File: src/rtl/bus_arbiter.sv
// bus_arbiter: round-robin arbiter for the shared system bus, with an abort path and a grant watchdog.
// Revision 1.0 - initial release.
`default_nettype none

module bus_arbiter #(
  parameter int MASTER_NUM = 4,
  parameter int CORE_IDX   = 0,
  parameter int TIMEOUT    = 255
) (
  input  logic                  clk,
  input  logic                  rst,
  input  logic [MASTER_NUM-1:0] req_i,
  input  logic                  done_i,
  output logic [MASTER_NUM-1:0] grant_o,
  output logic [2:0]            grant_id_o,
  output logic                  busy_o,
  output logic                  hold_flag_o,
  output logic                  timeout_o
);

  typedef enum logic [0:0] {
    IDLE = 1'b0,
    BUSY = 1'b1
  } state_t;

  state_t      state;
  logic [2:0]  last;
  logic [15:0] cnt;
  logic [2:0]  sel;
  logic        granted_req;

  // Masters above the last winner take precedence over those at or below it.
  // Descending loops leave the lowest matching index in sel.
  always_comb begin
    sel = '0;
    for (int i = MASTER_NUM - 1; i >= 0; i--) begin
      if (req_i[i] && (i <= int'(last))) sel = 3'(i);
    end
    for (int i = MASTER_NUM - 1; i >= 0; i--) begin
      if (req_i[i] && (i > int'(last))) sel = 3'(i);
    end
  end

  // grant_o is one-hot, so this is the request bit of the current owner.
  assign granted_req = |(req_i & grant_o);
  assign hold_flag_o = req_i[CORE_IDX] & ~grant_o[CORE_IDX];

  always_ff @(posedge clk) begin
    if (!rst) begin
      state      <= IDLE;
      grant_o    <= '0;
      grant_id_o <= '0;
      busy_o     <= 1'b0;
      timeout_o  <= 1'b0;
      cnt        <= '0;
      last       <= 3'(MASTER_NUM - 1);
    end else begin
      timeout_o <= 1'b0;
      case (state)
        IDLE: begin
          if (req_i != '0) begin
            grant_o    <= MASTER_NUM'(1) << sel;
            grant_id_o <= sel;
            busy_o     <= 1'b1;
            last       <= sel;
            cnt        <= '0;
            state      <= BUSY;
          end
        end
        BUSY: begin
          if (done_i || !granted_req) begin
            grant_o <= '0;
            busy_o  <= 1'b0;
            state   <= IDLE;
          end else if (cnt == 16'(TIMEOUT - 1)) begin
            grant_o   <= '0;
            busy_o    <= 1'b0;
            timeout_o <= 1'b1;
            state     <= IDLE;
          end else begin
            cnt <= cnt + 16'd1;
          end
        end
        default: begin
          grant_o <= '0;
          busy_o  <= 1'b0;
          state   <= IDLE;
        end
      endcase
    end
  end

endmodule

`default_nettype wire

File: config.mk
export PLATFORM = sky130hd
export DESIGN_NAME = bus_arbiter
export DESIGN_NICKNAME = d
export VERILOG_FILES = /design/src/rtl/bus_arbiter.sv
export SDC_FILE = /design/constraint.sdc
export NUM_CORES = 1
export LEC_CHECK = 0
export BUFFER_PORTS_ARGS = -buffer_cell sky130_fd_sc_hd__clkbuf_2
export CORE_ASPECT_RATIO = 1.1
export CORE_MARGIN = 4
export CORE_UTILIZATION = 40
export DETAILED_ROUTE_END_ITERATION = 12
export HOLD_SLACK_MARGIN = 0.15
export SYNTH_ARGS = -nofsm -noshare
export SYNTH_HDL_FRONTEND = slang
export SYNTH_SLANG_ARGS = --single-unit
export TNS_END_PERCENT = 20
File: constraint.sdc
create_clock -name clk -period 4 [get_ports clk]
set_clock_uncertainty 0.1 [all_clocks]
set_input_delay 0.2 -clock clk [delete_from_list [all_inputs] [get_ports clk]]
set_output_delay 0.2 -clock clk [all_outputs]
set_load 0.05 [all_outputs]
# Word-level counts from Yosys, hierarchy flattened
# Cells that the tools add are included.
[word_totals] register_bits=29 wordCells=63 out_inout_bits=10 inputBits=7
[op_classes] n_eq_ne=5 addsub=1 n_lt_le_gt_ge=6 n_shift=1 n_mux=24 n_bitwise=5 n_reduce_logical=14
[ops] cell="$mux 16" n=3
[ops] cell="$pmux 16 s2" n=1
[ops] cell="$add 16x1->16 const B" n=1
[ops] cell="$eq 16x8->1 const B" n=1
[ops] cell="$mux 3" n=5
[ops] cell="$mux 4" n=3
[ops] cell="$pmux 4 s2" n=1
[ops] cell="$mux 1" n=7
[ops] cell="$gt 2x3->1 const A" n=2
[ops] cell="$le 2x3->1 const A" n=2
[ops] cell="$logic_and 1x1->1" n=6
[ops] cell="$ne 2x2->1 const B" n=3
[ops] cell="$and 4x4->4" n=1
[ops] cell="$mux 2" n=2
[ops] cell="$pmux 1 s2" n=2
[ops] cell="$reduce_and 2->1" n=2
[ops] cell="$reduce_bool 4->1" n=1
[ops] cell="$reduce_or 4->1" n=1
[ops] cell="$shl 1x3->4 const A" n=1
[ops] cell="$gt 1x3->1 const A" n=1
[ops] cell="$le 1x3->1 const A" n=1
[ops] cell="$ne 3x1->1 const B" n=1
[ops] cell="$not 1->1" n=3
[ops] cell="$reduce_and 3->1" n=1
[ops] cell="4 further kinds" n=4

# Depth between registers and ports, before layout
[logic_depth] word_depth=12 ltp_mapped=8 depth_no_buf=7

# Worst setup path after synthesis
# No wires, ideal clock.
[synth_path] kind="flip-flop to flip-flop" startpoint="register grant_o[0]" endpoint="register cnt[15]" setup_ps=70 slack_ps=2096 path_stages_with_launch=6 period_less_slack_ps=1904 n_path_buf=0 arrival_time_ps=1734 required_time_ps=3830 path_cell_list="dfxtp_1 a22o_2 o21a_2 a21oi_2 or4_1 a21oi_1"
[synth_between] elab_chain_len=6
[synth_lines] item="start, declared" line_no="14" text="output logic [MASTER_NUM-1:0] grant_o,"
[synth_lines] item="start signal, assigned" line_no="62" text="grant_o <= MASTER_NUM'(1) << sel;"
[synth_lines] item="$and 4x4->4" line_no="45" text="assign granted_req = |(req_i & grant_o);"
[synth_lines] item="$reduce_or 4->1" line_no="45"
[synth_lines] item="$logic_not 1->1" line_no="71" text="if (done_i || !granted_req) begin"
[synth_lines] item="$logic_or 1x1->1" line_no="71"
[synth_lines] item="$ne 2x2->1 (no line)"
[synth_lines] item="$reduce_and 3->1 (no line)"
[synth_lines] item="end signal, assigned" line_no="81" text="cnt <= cnt + 16'd1;"
[synth_lines] item="end, declared" line_no="28" text="logic [15:0] cnt;"
# No other way between the ends.
# A chain may end at the register's enable or synchronous reset.

# Worst setup path after layout
[layout_path] startpoint="register cnt[1]" endpoint="register cnt[9]"
[layout_between] elab_chain_len=4 word_cells_on_any_way=7 classes_between="add/sub: 1; eq/ne: 2; mux: 3; reduce/logical: 1"
[layout_lines] item="$add 16x1->16" line_no="81"
[layout_lines] item="$mux 16" line_no="75" text="end else if (cnt == 16'(TIMEOUT - 1)) begin"
[layout_lines] item="$mux 16" line_no="71"
[layout_lines] item="$pmux 16 s2" line_no="59" text="case (state)"
# Several ways; a longest one is shown, not always the timed one. The select of a mux whose other input is x is not followed.

==> summary.md <==
The run finished with clean final reports. At the pin with the least slew margin, the transition time is 0.750 ns. The detailed placement HPWL came out at 2330 microns. Dividing the detail-routed via count by the number of cells gives 5.47.

The detail route stage leaves a number of antenna-violating nets equal to 0. The standard cell area after detailed placement came out at 1480 sq um. After detailed routing, the number of remaining DRC violations is 0. Buffers added to address setup during post-CTS repair amount to 0.

The number of nets handed over by synthesis was 174. For the first-pass GRT wire length, the log shows 5420 microns. The clock insertion delay at the later pin of the skew report was 0.33 ns; the worst-case vdd ir drop was 166 uV. Number of max-slew violations in the final report: 0.

After detailed routing, the total wire length is 3110 microns. The number of global-route vias before repair was 1,168; the antenna diode count was 0. Sequential cells were found to cover 38.7% of the synthesized design area. The number of fillers in the final layout came out at 361. At the worst endpoint, the arrival time is 2.42 ns. The number of synthesized flops with an enable pin was 0. Walking the worst path, the cells encountered are ha_1 > nor4b_1 > nand4_1 > a21oi_2 > o21ai_0 > a21oi_1. The number of antenna violations at the first check in global routing came out at 0. The CTS H-tree depth was 1; the total number of nets in the final design was 188. The last weighted congestion value of the routability-driven placer was 0.923; the relative slew slack was 50.0%. The tools report the setup total negative slack as 0 ns.

Of all cell types, the one taking the most synthesized area is dfxtp_1. In the post-synthesis netlist, the cell with the most instances is dfxtp_1. The required time reported for the critical path endpoint is 4.16 ns.

The run gives 0.000505 uW as the standby leakage power. The width of the die is 64.3 microns. Ranked by total cell area, the synthesized netlist is headed by dfxtp_1 39%, a21oi_1 4.7%, o21ai_0 4.7%, nor2b_1 4.5%, or3_1 3.6%. After synthesis, the most frequently instantiated cells are 27 x dfxtp_1, 13 x a21oi_1, 13 x nand2_1, 13 x o21ai_0, 10 x nor2b_1. The combined buffer and inverter count along the critical path is 0, and the total number of placement rows is 22. Maximum fanout along the worst path: 23. Buffers inserted during clock tree synthesis total 3. The die is 70.0 microns tall. The number of failing hold endpoints at the final stage is 0. Element type at the critical path start: a flip-flop.

Among all flip-flop cells after synthesis, the most frequent one is dfxtp_1. For the effective utilization at floorplan, the log shows 41.6%. The number of buffers added to fix hold violations after cts was 1.

17 I/O pins were placed. The number of gates resized after cts is 0, and the signed area change from the synthesized netlist to the final layout is 8.42%. The path class of the lowest-slack min-delay path is primary input to flip-flop.

Total die area: 4500 sq um. The finished cells cover 1510 sq um. Among cell families on the critical path, the largest total delay comes from compound AO/OA/AOI/OAI gates. The run gives 15.0% as the global routing usage summed across all routing layers. Among all stages on the critical path, the largest delay is contributed by a21oi_2. In this design, the stage delay of the slowest critical-path cell is 0.63 ns.

Across the run, the number of max-cap violations was 0. The mapped netlist covers 1400 sq um. The root buffer cell chosen for the clock tree is clkbuf_4. The first TritonRoute pass finished after 4 iterations. At the end of the flow the core is filled with cells to 45.1%. Average size of a mapped cell: 8.46 sq um. Counting flops with an async set or reset pin after synthesis yields a share of 0%. Input and output buffers added on the ports amount to 15. TritonCTS built the clock tree. The total of flip-flops plus latches after synthesis works out to 27. The maximum number of pins on one net before global-route repair is 24.

The run gives 2 as the number of buffers on the longest clock path. Yosys printed 0 warnings. Setup slack on the worst reg-to-reg path comes out at 1.74 ns. In this run, distinct cell masters in the synthesized netlist total 48. The count of endpoints failing setup in the final report was 0; the final period utilization was 56.5%. Setup repair after global routing left no endpoint under its margin. For the iteration-0 DRC count of the detailed router, the log shows 68. For this block, the via count after detailed routing is 1,236. Remaining global-route overflow: 0.

After synthesis, the largest area contributor takes up 38.7% of total cell area. In the final routed layout, each cell accounts on average for 13.7 microns. For this design the ratio of total power to cell area is 329 nW/um^2. After layout, the minimum clock period comes to 2.26 ns.

CTS saw 27 sinks. For this run, the top clock speed supported by timing is 442 MHz. The core region is 3360 sq um. After clock tree synthesis, the clock-pin slew on the worst setup and hold paths is 0.14 ns. By startpoint and endpoint, the worst setup path is classified as flip-flop to flip-flop. In the synthesized netlist, the number of instances is 165. The post-route netlist has 14.6% of its cells at a drive strength greater than 1. STA classifies the critical path endpoint as a flip-flop.
## logic make-up (layout without fill, tap and decap cells)
family          after synthesis  count (layout)  synth area share, %
simple gates                 78              78                 32.5
compound gates               44              44                 19.7
flops                        27              27                 38.7
buf+inv                       9              22                 4.39
xor+xnor                      3               3                 1.88
fa+ha+maj                     2               2                 1.79
other cells                   1               1                0.269
mux                           1               1                0.717
## tightest hold or removal path, stage by stage
cell	delay (ns)
clkbuf_2	0.09
nor2b_1	0.05
o21a_2	0.14
nand3_1	0.08
a21boi_1	0.06
## stage by stage
stage	instances	hold WS (ns)	setup slack, ns	total power, uW
global route	226	0.223	1.29	528
detailed placement	221	0.361	1.76	384
finish	226	0.223	1.74	497
CTS	226	0.209	1.73	504
floorplan	165	0.253	2.10	365
global placement	221	0.357	1.88	382
## state kept, by name, indices dropped and copies added, names as in the netlist
name / count
busy_o: 1
cnt: 16
grant_id_o: 2
grant_o: 4
last: 2
state: 1
timeout_o: 1
## placed cells by master (no fill, tap or decap), types with 3 or more instances in the layout
cell	instances
or3_1	8
nand4_1	6
and2_1	3
nor2_1	8
o21ai_0	13
nor3_1	4
nand3_1	6
a21oi_1	13
nand2b_1	3
xnor2_1	3
or4_1	3
dfxtp_1	27
nor2b_1	10
clkbuf_2	15
clkbuf_4	3
nand2_1	13
## power by group
group,internal (uW),switching [uW],leakage [uW]
registers,279,8.92,0.000220
logic,26.3,65.0,0.000271
clock network,39.1,79.4,0.0000150
## area by class of cell
class | instances | area, sq um | area share [%]
sequential | 27 | 541 | 35.7
tap | 48 | 60.1 | 3.97
multi-input combinational | 129 | 795 | 52.5
clock buffer | 4 | 26.3 | 1.74
inverter | 2 | 7.51 | 0.496
timing repair buffer | 16 | 85.1 | 5.62
## worst paths after layout
check,to,from,depth (start not counted)
worst min register to register,grant_id_o[1],grant_id_o[1],2
worst max-delay path,cnt[9],cnt[1],6
worst max register to register,cnt[9],cnt[1],6
worst min-delay path,cnt[0],done_i,5
## routing by layer
layer | share of wire, % | GRT usage, % | vias up
met3 | 3.4 | 2.73 | 5
met5 | 0 | 0 | -
li1 | - | - | 630
met2 | 48 | 25.6 | 28
met4 | 1.4 | 4.93 | 0
met1 | 48 | 18.8 | 573
(Power assumes the default switching activity.)
